==> config.mk <==
export PLATFORM = sky130hd
export DESIGN_NAME = uart_loader
export DESIGN_NICKNAME = d
export VERILOG_FILES = /design/src/rtl/uart_loader.sv
export SDC_FILE = /design/constraint.sdc
export NUM_CORES = 1
export LEC_CHECK = 0
export CORE_MARGIN = 3
export CORE_UTILIZATION = 25
export DETAILED_ROUTE_END_ITERATION = 7
export HOLD_SLACK_MARGIN = 0.05
export PLACE_DENSITY = 0.46
export SKIP_LAST_GASP = 1
export SLEW_MARGIN = 20
export SYNTH_ARGS = -nofsm -noshare
export SYNTH_HDL_FRONTEND = slang
export SYNTH_SLANG_ARGS = --single-unit
==> constraint.sdc <==
create_clock -name clk -period 4.6 [get_ports clk]
set_input_delay 0.92 -clock clk [delete_from_list [all_inputs] [get_ports clk]]
set_output_delay 0.92 -clock clk [all_outputs]
set_load 0.005 [all_outputs]
==> src/rtl/uart_loader.sv <==
// UART command bridge: decodes W/R/G/H byte commands from the uart receiver,
// drives the memory bus as initiator and replies through the uart transmitter.
module uart_loader #(
    parameter int unsigned TIMEOUT_CYCLES = 5000000,
    parameter logic [7:0]  ACK_BYTE       = 8'h06,
    parameter logic [7:0]  NAK_BYTE       = 8'h15
) (
    input  logic        clk,
    input  logic        rst,
    input  logic [7:0]  rx_data,
    input  logic        rx_done,
    output logic [7:0]  tx_data,
    output logic        tx_wr,
    input  logic        tx_done,
    output logic [15:0] bus_addr,
    output logic        bus_we,
    output logic [7:0]  bus_do,
    input  logic [7:0]  bus_di,
    output logic        bus_grant,
    output logic        cpu_hold
);

    localparam logic [7:0]  CMD_W = 8'h57;
    localparam logic [7:0]  CMD_R = 8'h52;
    localparam logic [7:0]  CMD_G = 8'h47;
    localparam logic [7:0]  CMD_H = 8'h48;
    localparam logic [31:0] TMO   = 32'(TIMEOUT_CYCLES);

    typedef enum logic [3:0] {
        S_IDLE, S_ADDR_HI, S_ADDR_LO, S_LEN, S_WDATA,
        S_WSTROBE, S_RADDR, S_RLATCH, S_TXSEND, S_TXWAIT
    } state_t;

    state_t      r_state, w_next;
    logic [15:0] r_ptr;
    logic [8:0]  r_cnt;
    logic        r_cmd_w;
    logic        r_rd_mode;
    logic [31:0] r_tmo;
    logic [7:0]  r_tx_data;
    logic [15:0] r_bus_addr;
    logic [7:0]  r_bus_do;
    logic        r_cpu_hold;
    logic        w_timed;
    logic        w_tmo_hit;
    logic        w_last;

    assign w_timed   = (r_state == S_ADDR_HI) || (r_state == S_ADDR_LO) ||
                       (r_state == S_LEN)     || (r_state == S_WDATA);
    assign w_tmo_hit = w_timed && !rx_done && (r_tmo >= TMO);
    assign w_last    = (r_cnt == 9'd1);

    always_ff @(posedge clk or posedge rst) begin
        if (rst) r_state <= S_IDLE;
        else     r_state <= w_next;
    end

    always_comb begin
        w_next = r_state;
        case (r_state)
            S_IDLE:
                if (rx_done)
                    w_next = (rx_data == CMD_W || rx_data == CMD_R) ? S_ADDR_HI : S_TXSEND;
            S_ADDR_HI: if (rx_done) w_next = S_ADDR_LO; else if (w_tmo_hit) w_next = S_IDLE;
            S_ADDR_LO: if (rx_done) w_next = S_LEN;     else if (w_tmo_hit) w_next = S_IDLE;
            S_LEN:
                if (rx_done)        w_next = r_cmd_w ? S_WDATA : S_RADDR;
                else if (w_tmo_hit) w_next = S_IDLE;
            S_WDATA:   if (rx_done) w_next = S_WSTROBE; else if (w_tmo_hit) w_next = S_IDLE;
            S_WSTROBE: w_next = w_last ? S_TXSEND : S_WDATA;
            S_RADDR:   w_next = S_RLATCH;
            S_RLATCH:  w_next = S_TXSEND;
            S_TXSEND:  w_next = S_TXWAIT;
            S_TXWAIT:
                if (tx_done) w_next = (r_rd_mode && !w_last) ? S_RADDR : S_IDLE;
            default:   w_next = S_IDLE;
        endcase
    end

    // Strobes decode straight from state so reset drops them without waiting for a clock.
    always_comb begin
        bus_we    = (r_state == S_WSTROBE);
        tx_wr     = (r_state == S_TXSEND);
        bus_grant = (r_state == S_WDATA) || (r_state == S_WSTROBE) ||
                    (r_state == S_RADDR) || (r_state == S_RLATCH) ||
                    (((r_state == S_TXSEND) || (r_state == S_TXWAIT)) && r_rd_mode && !w_last);
    end

    always_ff @(posedge clk or posedge rst) begin
        if (rst) begin
            r_ptr      <= '0;
            r_cnt      <= '0;
            r_cmd_w    <= 1'b0;
            r_rd_mode  <= 1'b0;
            r_tmo      <= '0;
            r_tx_data  <= '0;
            r_bus_addr <= '0;
            r_bus_do   <= '0;
            r_cpu_hold <= 1'b1;
        end else begin
            r_tmo <= (w_timed && !rx_done) ? r_tmo + 32'd1 : '0;
            case (r_state)
                S_IDLE:
                    if (rx_done) begin
                        r_cmd_w   <= (rx_data == CMD_W);
                        r_rd_mode <= 1'b0;
                        if (rx_data == CMD_G) begin
                            r_cpu_hold <= 1'b0;
                            r_tx_data  <= ACK_BYTE;
                        end else if (rx_data == CMD_H) begin
                            r_cpu_hold <= 1'b1;
                            r_tx_data  <= ACK_BYTE;
                        end else if (rx_data != CMD_W && rx_data != CMD_R) begin
                            r_tx_data  <= NAK_BYTE;
                        end
                    end
                S_ADDR_HI: if (rx_done) r_ptr[15:8] <= rx_data;
                S_ADDR_LO: if (rx_done) r_ptr[7:0]  <= rx_data;
                S_LEN:
                    if (rx_done) begin
                        r_cnt <= (rx_data == 8'd0) ? 9'd256 : {1'b0, rx_data};
                        if (!r_cmd_w) begin
                            r_bus_addr <= r_ptr;
                            r_rd_mode  <= 1'b1;
                        end
                    end
                S_WDATA:
                    if (rx_done) begin
                        r_bus_addr <= r_ptr;
                        r_bus_do   <= rx_data;
                    end
                S_WSTROBE: begin
                    r_ptr <= r_ptr + 16'd1;
                    r_cnt <= r_cnt - 9'd1;
                    if (w_last) r_tx_data <= ACK_BYTE;
                end
                S_RLATCH: r_tx_data <= bus_di;
                S_TXWAIT:
                    if (tx_done && r_rd_mode) begin
                        if (w_last) begin
                            r_rd_mode <= 1'b0;
                        end else begin
                            r_ptr      <= r_ptr + 16'd1;
                            r_cnt      <= r_cnt - 9'd1;
                            r_bus_addr <= r_ptr + 16'd1;
                        end
                    end
                default: ;
            endcase
        end
    end

    assign tx_data  = r_tx_data;
    assign bus_addr = r_bus_addr;
    assign bus_do   = r_bus_do;
    assign cpu_hold = r_cpu_hold;

endmodule

## Yosys cells after proc, flatten, opt, wreduce, memory -nomap -nowiden

Index checks and enable logic that the tools add are counted.

| cells by class | value |
|---|---|
| add/subtract/negate cells | 3 |
| magnitude comparators | 1 |
| equal/unequal tests | 28 |
| mux-type cells | 41 |
| reduce and logical (&&, ||, !) cells | 37 |

Operator list:

| cell | number |
|---|---|
| two-way mux 16 bit | 5 |
| case mux 8 bit (3 select lines) | 3 |
| two-way mux 8 bit | 6 |
| case mux 16 bit (3 select lines) | 1 |
| case mux 4 bit (10 select lines) | 1 |
| two-way mux 4 bit | 9 |
| two-way mux 9 bit | 4 |
| adder 32 x 1 -> 32 bit (second input constant) | 1 |
| == test 8 x 7 -> 1 bit (second input constant) | 4 |
| greater-or-equal comparator 32 x 23 -> 1 bit (second input constant) | 1 |
| two-way mux 32 bit | 1 |
| case mux 9 bit (3 select lines) | 1 |
| inequality test 2 bit (second input constant) | 9 |
| nonzero test 3 bit | 6 |
| adder 16 x 1 -> 16 bit (second input constant) | 1 |
| == test 4 x 3 -> 1 bit (second input constant) | 4 |
| inequality test 8 x 7 -> 1 bit (second input constant) | 2 |
| AND reduction 4 bit | 4 |
| AND reduction 6 bit | 2 |
| == test 9 x 1 -> 1 bit (second input constant) | 1 |
| logical OR 1 bit | 9 |
| subtractor 9 x 1 -> 9 bit (second input constant) | 1 |
| == test 4 x 2 -> 1 bit (second input constant) | 2 |
| == test 4 bit (second input constant) | 2 |
| 14 further kinds | 30 |

| word-level totals | value |
|---|---|
| bits in registers | 96 |
| input bits | 20 |
| output and inout bits | 36 |
| word-level logic and storage cells | 121 |

## Depth between registers and ports, before layout

Gate-level depths: netlist of run 1.

| depth | value |
|---|---|
| depth in word-level cells | 9 |
| gate-level depth with buffers | 8 |

## Least setup slack after synthesis of run 1

No wires, ideal clock.

| timing path | value |
|---|---|
| path kind | input -> register |
| from | in rx_data[0] |
| to | reg r_tx_data[0], in the netlist tx_data[0] |
| library setup time | 0.125 ns |
| arrival | 2.159 ns |
| data required time | 4.475 ns |
| setup slack | 2.316 ns |
| stages on the path | 5 |
| path buffers | 1 |
| cell sequence | clkbuf_1 > xnor2_1 > nand3_1 > a41oi_2 > mux2_2 |

| on the way | value |
|---|---|
| word-level cells in the longest chain between the ends | 5 |

Ends and longest elaborated chain:

| what | RTL line | RTL |
|---|---|---|
| from (decl) | 10 | `input logic [7:0] rx_data,` |
| == test 8 x 7 -> 1 bit | 110 | `end else if (rx_data == CMD_H) begin` |
| two-way mux 8 bit | 110 |  |
| two-way mux 8 bit | 107 | `if (rx_data == CMD_G) begin` |
| two-way mux 8 bit | 104 | `if (rx_done) begin` |
| case mux 8 bit (3 select lines) | 102 | `case (r_state)` |
| to (signal assigned) | 137 | `S_RLATCH: r_tx_data <= bus_di;` |
| to (decl) | 40 | `logic [7:0] r_tx_data;` |

Several ways; a longest one is shown, not always the timed one. The select of a mux whose other input is x is not followed.
A chain may end at the register's enable or synchronous reset.

## Final worst setup path of run 1

| timing path | value |
|---|---|
| from | reg r_state[2] |
| to | out bus_we |

| on the way | value |
|---|---|
| word-level cells in the longest chain between the ends | 1 |

Ends and longest elaborated chain:

| what | RTL line | RTL |
|---|---|---|
| from (decl) | 34 | `state_t r_state, w_next;` |
| from (signal assigned) | 55 | `else r_state <= w_next;` |
| == test 4 x 3 -> 1 bit | 82 | `bus_we = (r_state == S_WSTROBE);` |
| to (decl) | 16 | `output logic bus_we,` |

Every way passes these cells.

==> results by group, run 1 <==
Clocking
  – Post-CTS Resized: 0
  – Worst-path clk slew: 0.07 ns
  – Clock tree root buffer cell: clkbuf_16
  – H-tree levels: 3
  – CTS tree: built
  – Clk buf depth: 2
  – Postcts setup bufs: 0
  – CTS buffer count: 9
  – Later-pin clock latency in the skew report: 0.35 ns
  – Sink Count: 96
  – Post-CTS Hold Fix Bufs: 0

Global route
  – Remaining global-route overflow: 0
  – Vias in the first global route: 4,722
  – Global-route wire length before repair: 24.4 mm
  – Largest net degree at the start of global routing: 39
  – Antenna violations before repair: 0
  – GRT Util Overall: 0.126

Yosys
  – YS warnings: 0
  – Ys flop type: dfrtp_1
  – Cell with the most instances after synthesis: dfrtp_1
  – Cell count after synthesis: 605
  – Synth top area share: 0.437
  – Synth area leaders: dfrtp_1 (44%), nor2_1 (5.7%), xnor2_1 (4.2%)
  – Avg Cell Area, Syn: 8.99 um^2
  – Synthesized Nets: 630
  – Synth Cell Area: 0.00544 mm^2
  – Post-synthesis async set-or-reset flop share: 1.00
  – Top post-synthesis cells by count: dfrtp_1 (95), nor2_1 (82), nand2_1 (47), a21oi_1 (41), inv_1 (27)
  – Seq/Total Area, Yosys: 0.442
  – Seq cells post-synth: 96
  – Post-synth EDFFs: 0
  – Post-synth top area cell: dfrtp_1
  – Synth unique cells: 74

STA
  – RSZ-0062 raised after global routing: false
  – Worst-Margin Slew: 0.902 ns
  – Setup TNS: 0 ns
  – Setup violators final: 0
  – Period minus WS final: 3.29 ns
  – Max Fclk: 304 MHz
  – Final period utilization: 0.716
  – Layout Skew: 0.00773 ns
  – Max-slew violations: 0
  – Final Hold Viols: 0
  – Slew HR: 0.395

Floorplan
  – Core Rows: 53
  – CORE AREA: 0.0212 mm^2
  – Die area: 0.0236 mm^2
  – Die X: 154 um
  – Ports: 56
  – Initial Utilization: 0.256
  – Chip Height: 154 um

Setup path
  – Worst path arrival time: 2.37 ns
  – Slowest cell delay on critical path: 0.68 ns
  – CP max FO: 18
  – Startpoint Class: register
  – Worst-path cell chain: nor2b_1 > buf_4 > nand2_1 > nor2_1 > clkdlybuf4s50_1
  – Crit path kind: reg2out
  – Critical-path top delay cell: dfrtp_1
  – CP Capture Type: primary output
  – Worst Path Required: 3.68 ns
  – Top cell family by delay on the critical path: buffers and inverters
  – CP bufs+invs: 2

Final layout
  – Share of layout cells above drive strength 1: 0.0836
  – Final Util: 0.308
  – # diodes: 0
  – Synth-to-layout area growth: 20.1%
  – Fin nets: 666

Job
  – Max cap viols: 0

Detailed routing
  – Remaining DRCs: 0
  – Drt first-iter violations: 361
  – Routed wire length: 14.9 mm
  – DRT Pass-1 Iters: 6
  – WL per Instance: 16.2 um
  – Antenna-violating nets left: 0
  – Vias: 4,656
  – Vias/cell: 5.06

Outcome
  – Status: finished clean

Power
  – Peak VDD IR: 173 uV
  – Power per cell area: 550 mW/mm^2
  – LEAKAGE: 2.46 nW

Placed design
  – Port Buffers: 55
  – Final GP Congestion: 0.833
  – Dpl hpwl: 10.4 mm

Min path
  – Hold Crit Class: reg2reg
==> logic make-up (layout without fill, tap and decap cells) <==
logic type	after synthesis	count (layout)	synth area share
and+or+nand+nor	243	243	0.229
muxes	12	12	0.0246
DFF	96	96	0.442
adders and majority gates	5	5	0.0115
buffers and inverters	63	104	0.0513
xor gates and xnor gates	36	36	0.0580
AOI/OAI and AO/OA	150	150	0.184
==> flip-flops by register name, summed over array words and instances (netlist names) <==
register	cells
r_cnt	9
tx_data	8
r_tmo	32
bus_do	8
r_state	4
r_ptr	16
r_cmd_w	1
r_rd_mode	1
bus_addr	16
cpu_hold	1
==> stage by stage <==
stage               cell area (um^2)  cells  setup slack (ns)  power [W]  hold WS [ns]
detailed placement              6210    905              1.52    0.00281         0.493
global placement                6210    905              1.58    0.00277         0.487
global route                    6530    921              1.14    0.00386         0.524
CTS                             6530    921              1.32    0.00363         0.514
floorplan                       5440    605              1.18    0.00227         0.469
finish                          6530    921              1.31    0.00359         0.506
==> power breakdown <==
part / switching [W] / total [W] / internal (W)
clock network: 0.000335 / 0.000802 / 0.000466
registers: 0.000318 / 0.00140 / 0.00108
logic: 0.000745 / 0.00140 / 0.000651
==> layer usage <==
layer / part of all wire / global-route usage / wire, um / vias up
met5: 0 / 0 / 0 / -
li1: - / - / - / 2246
met3: 0.036 / 0.0194 / 533 / 16
met4: 0.015 / 0.0450 / 230 / 0
met1: 0.48 / 0.172 / 7180 / 2312
met2: 0.47 / 0.205 / 6960 / 82
==> layout make-up <==
type	instances	area, um^2
fill	2230	14700
clock inverter	4	51.3
sequential	96	2400
multi-input combinational	446	2770
tap	275	344
timing repair buffer	61	596
inverter	27	104
clock buffer	12	267
==> final timing paths <==
path,depth (start not counted),from,slack (ns),endpoint
max,5,r_state[2],1.31,bus_we
max in group asynchronous,3,rst,2.84,cpu_hold
min reg2reg,1,tx_data[6],0.51,tx_data[6]
min,1,tx_data[6],0.51,tx_data[6]
max reg2reg,4,r_state[3],1.72,r_cnt[1]
min in group asynchronous,2,rst,0.91,bus_addr[15]
==> cell usage in the layout (no fill, tap or decap), drive strengths merged, types with 12 or more instances in the layout <==
master / count
nand4: 13
o21ai: 29
inv: 27
nor2: 83
dfrtp: 95
nand2: 48
nand3: 22
nor3: 19
a31oi: 22
clkbuf: 12
xnor2: 26
a21oi: 41
clkdlybuf4s50: 55
(Power assumes the default switching activity.)
==> run 2, diff against run 1 <==
- clock period: 4.6 -> 3.2 ns (I/O delays scaled with it)
==> run 2 against run 1 <==
- clock-buffer cell count decreased by 2
- hold slack better by 0.0062 ns
- sequential cell count unchanged
- cell area grew 1.1%
- highest routed layer unchanged
- sequential power is 38% higher
- total power increased by 44%
- cell count rose by 1.3%
- clock power grew 38%
- setup slack got worse by 1.0 ns
- clock skew is 0.00069 ns lower
- largest cell class unchanged
- first-iteration DRC count decreased by 3.0%
==> results by group, run 2 (synthesis results as in run 1) <==
Clocking
  – CTS tree: built
  – Worst-path clk slew: 0.07 ns (about the same)
  – Post-CTS Resized: 0 (unchanged)
  – Clock tree root buffer cell: clkbuf_16
  – Postcts setup bufs: 0 (unchanged)
  – Later-pin clock latency in the skew report: 0.35 ns (about the same)
  – H-tree levels: 3 (unchanged)
  – Clk buf depth: 2 (unchanged)
  – CTS buffer count: 9 (unchanged)
  – Sink Count: 96 (unchanged)
  – Post-CTS Hold Fix Bufs: 0 (unchanged)

Final layout
  – Commonest non-fill, non-tap cell in the layout: dfrtp_1
  – Max FFs per register: 32 (unchanged)
  – Top reg by flops: r_tmo
  – # diodes: 0 (unchanged)
  – # fillers: 2,208 (-0.99%)
  – Share of layout cells above drive strength 1: 0.0988 (+0.0152)
  – Fin nets: 678 (+1.8%)
  – Most frequent cells in the layout: dfrtp_1 (95), nor2_1 (82), clkdlybuf4s50_1 (55), nand2_1 (47), a21oi_1 (41)
  – Synth-to-layout area growth: 21.5%
  – Final Util: 0.311 (+0.00348)

STA
  – Max-slew violations: 0 (unchanged)
  – Worst-Margin Slew: 0.723 ns (-0.179 ns)
  – RSZ-0062 raised after global routing: false
  – Max Fclk: 344 MHz
  – Slew HR: 0.518 (+0.124)
  – Layout Skew: 0.00704 ns (-0.000694 ns)
  – Final Hold Viols: 0 (unchanged)
  – Setup violators final: 0 (unchanged)
  – Setup TNS: 0 ns (unchanged)
  – Final period utilization: 0.909
  – Period minus WS final: 2.91 ns

Floorplan
  – Ports: 56 (unchanged)
  – Die X: 154 um (unchanged)
  – Initial Utilization: 0.256 (unchanged)
  – Core Rows: 53 (unchanged)
  – Chip Height: 154 um (unchanged)
  – CORE AREA: 0.0212 mm^2 (unchanged)
  – Die area: 0.0236 mm^2 (unchanged)

Job
  – Max cap viols: 0 (unchanged)

Setup path
  – R2r startpoint: r_cnt[2]
  – Worst-path cell chain: nor4_1 > nand3_1 > a41o_1 > clkdlybuf4s50_1
  – Critical-path top delay cell: nor4_1
  – Worst r2r dst: r_cnt[1]
  – Startpoint Class: register
  – CP Capture Type: primary output
  – Worst R2R Path Depth: 4 (unchanged)
  – CP max FO: 7 (-11)
  – Slowest cell delay on critical path: 0.52 ns (-0.16 ns)
  – Worst path arrival time: 2.27 ns (-0.10 ns)
  – Worst Path Required: 2.56 ns (-1.12 ns)
  – Reg-to-reg slack, setup: 0.84 ns (-0.88 ns)
  – Crit path kind: reg2out

Detailed routing
  – WL per Instance: 16.1 um (-0.25%)
  – DRT Pass-1 Iters: 4 (-2)
  – Remaining DRCs: 0 (unchanged)
  – Vias/cell: 5.06 (+0.11%)
  – Vias: 4,722 (+1.4%)
  – Routed wire length: 15.1 mm (+1.1%)
  – Antenna-violating nets left: 0 (unchanged)
  – Drt first-iter violations: 350 (-3.0%)

Min path
  – Hold Crit Class: reg2reg
  – Hold_sp: tx_data[2]
  – Cell depth of the worst hold path: 2 (+1)
  – Min-Delay Endpoint: tx_data[2]

Global route
  – Vias in the first global route: 4,518 (-4.3%)
  – Remaining global-route overflow: 0 (unchanged)
  – Busiest grt layer: met2
  – Largest net degree at the start of global routing: 44 (+13%)
  – Antenna violations before repair: 0 (unchanged)
  – Global Route met2 Usage: 0.201 (-0.00418)
  – M1 GR Usage: 0.180 (+0.00800)
  – Global-route wire length before repair: 24.6 mm (+0.87%)
  – GRT Util Overall: 0.129 (+0.00299)
  – GR Util met3: 0.0279 (+0.00844)

Placed design
  – Port Buffers: 55 (unchanged)
  – Dpl hpwl: 10.8 mm (+3.4%)
  – Final GP Congestion: 0.850 (+2.0%)

Outcome
  – Status: finished clean

Power
  – LEAKAGE: 2.50 nW (+1.9%)
  – Power per cell area: 783 mW/mm^2 (+42%)
  – Peak VDD IR: 341 uV (+97%)
-- run 2: cell count changes in the layout (fill, tap and decap cells not counted), sizes merged --
cell and delta:
clkinvlp +1, clkinv -1, inv +2, buf +12
clkbuf -2
-- run 2: final cells by class --
class / count / area [um^2] / share of cell area
Multi-Input combinational cell: 446 / 2760 / 0.418
Sequential cell: 96 / 2400 / 0.364
Timing Repair Buffer: 73 / 698 / 0.106
Tap cell: 275 / 344 / 0.0521
Clock buffer: 10 / 229 / 0.0347
Inverter: 27 / 104 / 0.0157
Clock inverter: 6 / 67.6 / 0.0102
-- run 2: worst max path at each step --
stage,from,end,slack [ns],cells after the start
after global routing,r_cnt[2],bus_grant,0.14,4
after CTS,r_cnt[2],bus_grant,0.31,4
final,r_cnt[2],bus_grant,0.29,4
after global placement,rx_data[4],tx_data[0],0.50,6
after floorplan,rst,bus_addr[0],0.06,1
after detailed placement,rx_data[1],tx_data[0],0.43,5
-- run 2: worst max-delay path: cells and delay by family, from the launching register on --
kind                   cells  cell delay [ns]
AOI/OAI and AO/OA          1             0.29
buffers and inverters      1             0.45
DFF                        1             0.44
and+or+nand+nor            2             0.73
-- run 2: report_power, final --
part           internal [W]  switching, W
Clock              0.000611      0.000497
Combinational      0.000984       0.00115
Sequential          0.00155      0.000376
-- run 2: metal layers --
| metal | share of wire | vias up |
|---|---|---|
| li1 | - | 2285 |
| met3 | 0.045 | 15 |
| met1 | 0.48 | 2306 |
| met4 | 0.016 | 0 |
| met5 | 0 | - |
| met2 | 0.46 | 116 |
-- run 2: through the flow --
step                      setup slack (ns)  cell area [um^2]  hold slack, ns  total power, W  std cells
after CTS                            0.314              6610           0.505         0.00524        933
after floorplan                     0.0563              5440           0.469         0.00326        605
after global placement               0.499              6310           0.486         0.00406        917
final                                0.290              6610           0.512         0.00518        933
after global routing                 0.138              6610           0.522         0.00557        933
after detailed placement             0.431              6310           0.480         0.00410        917
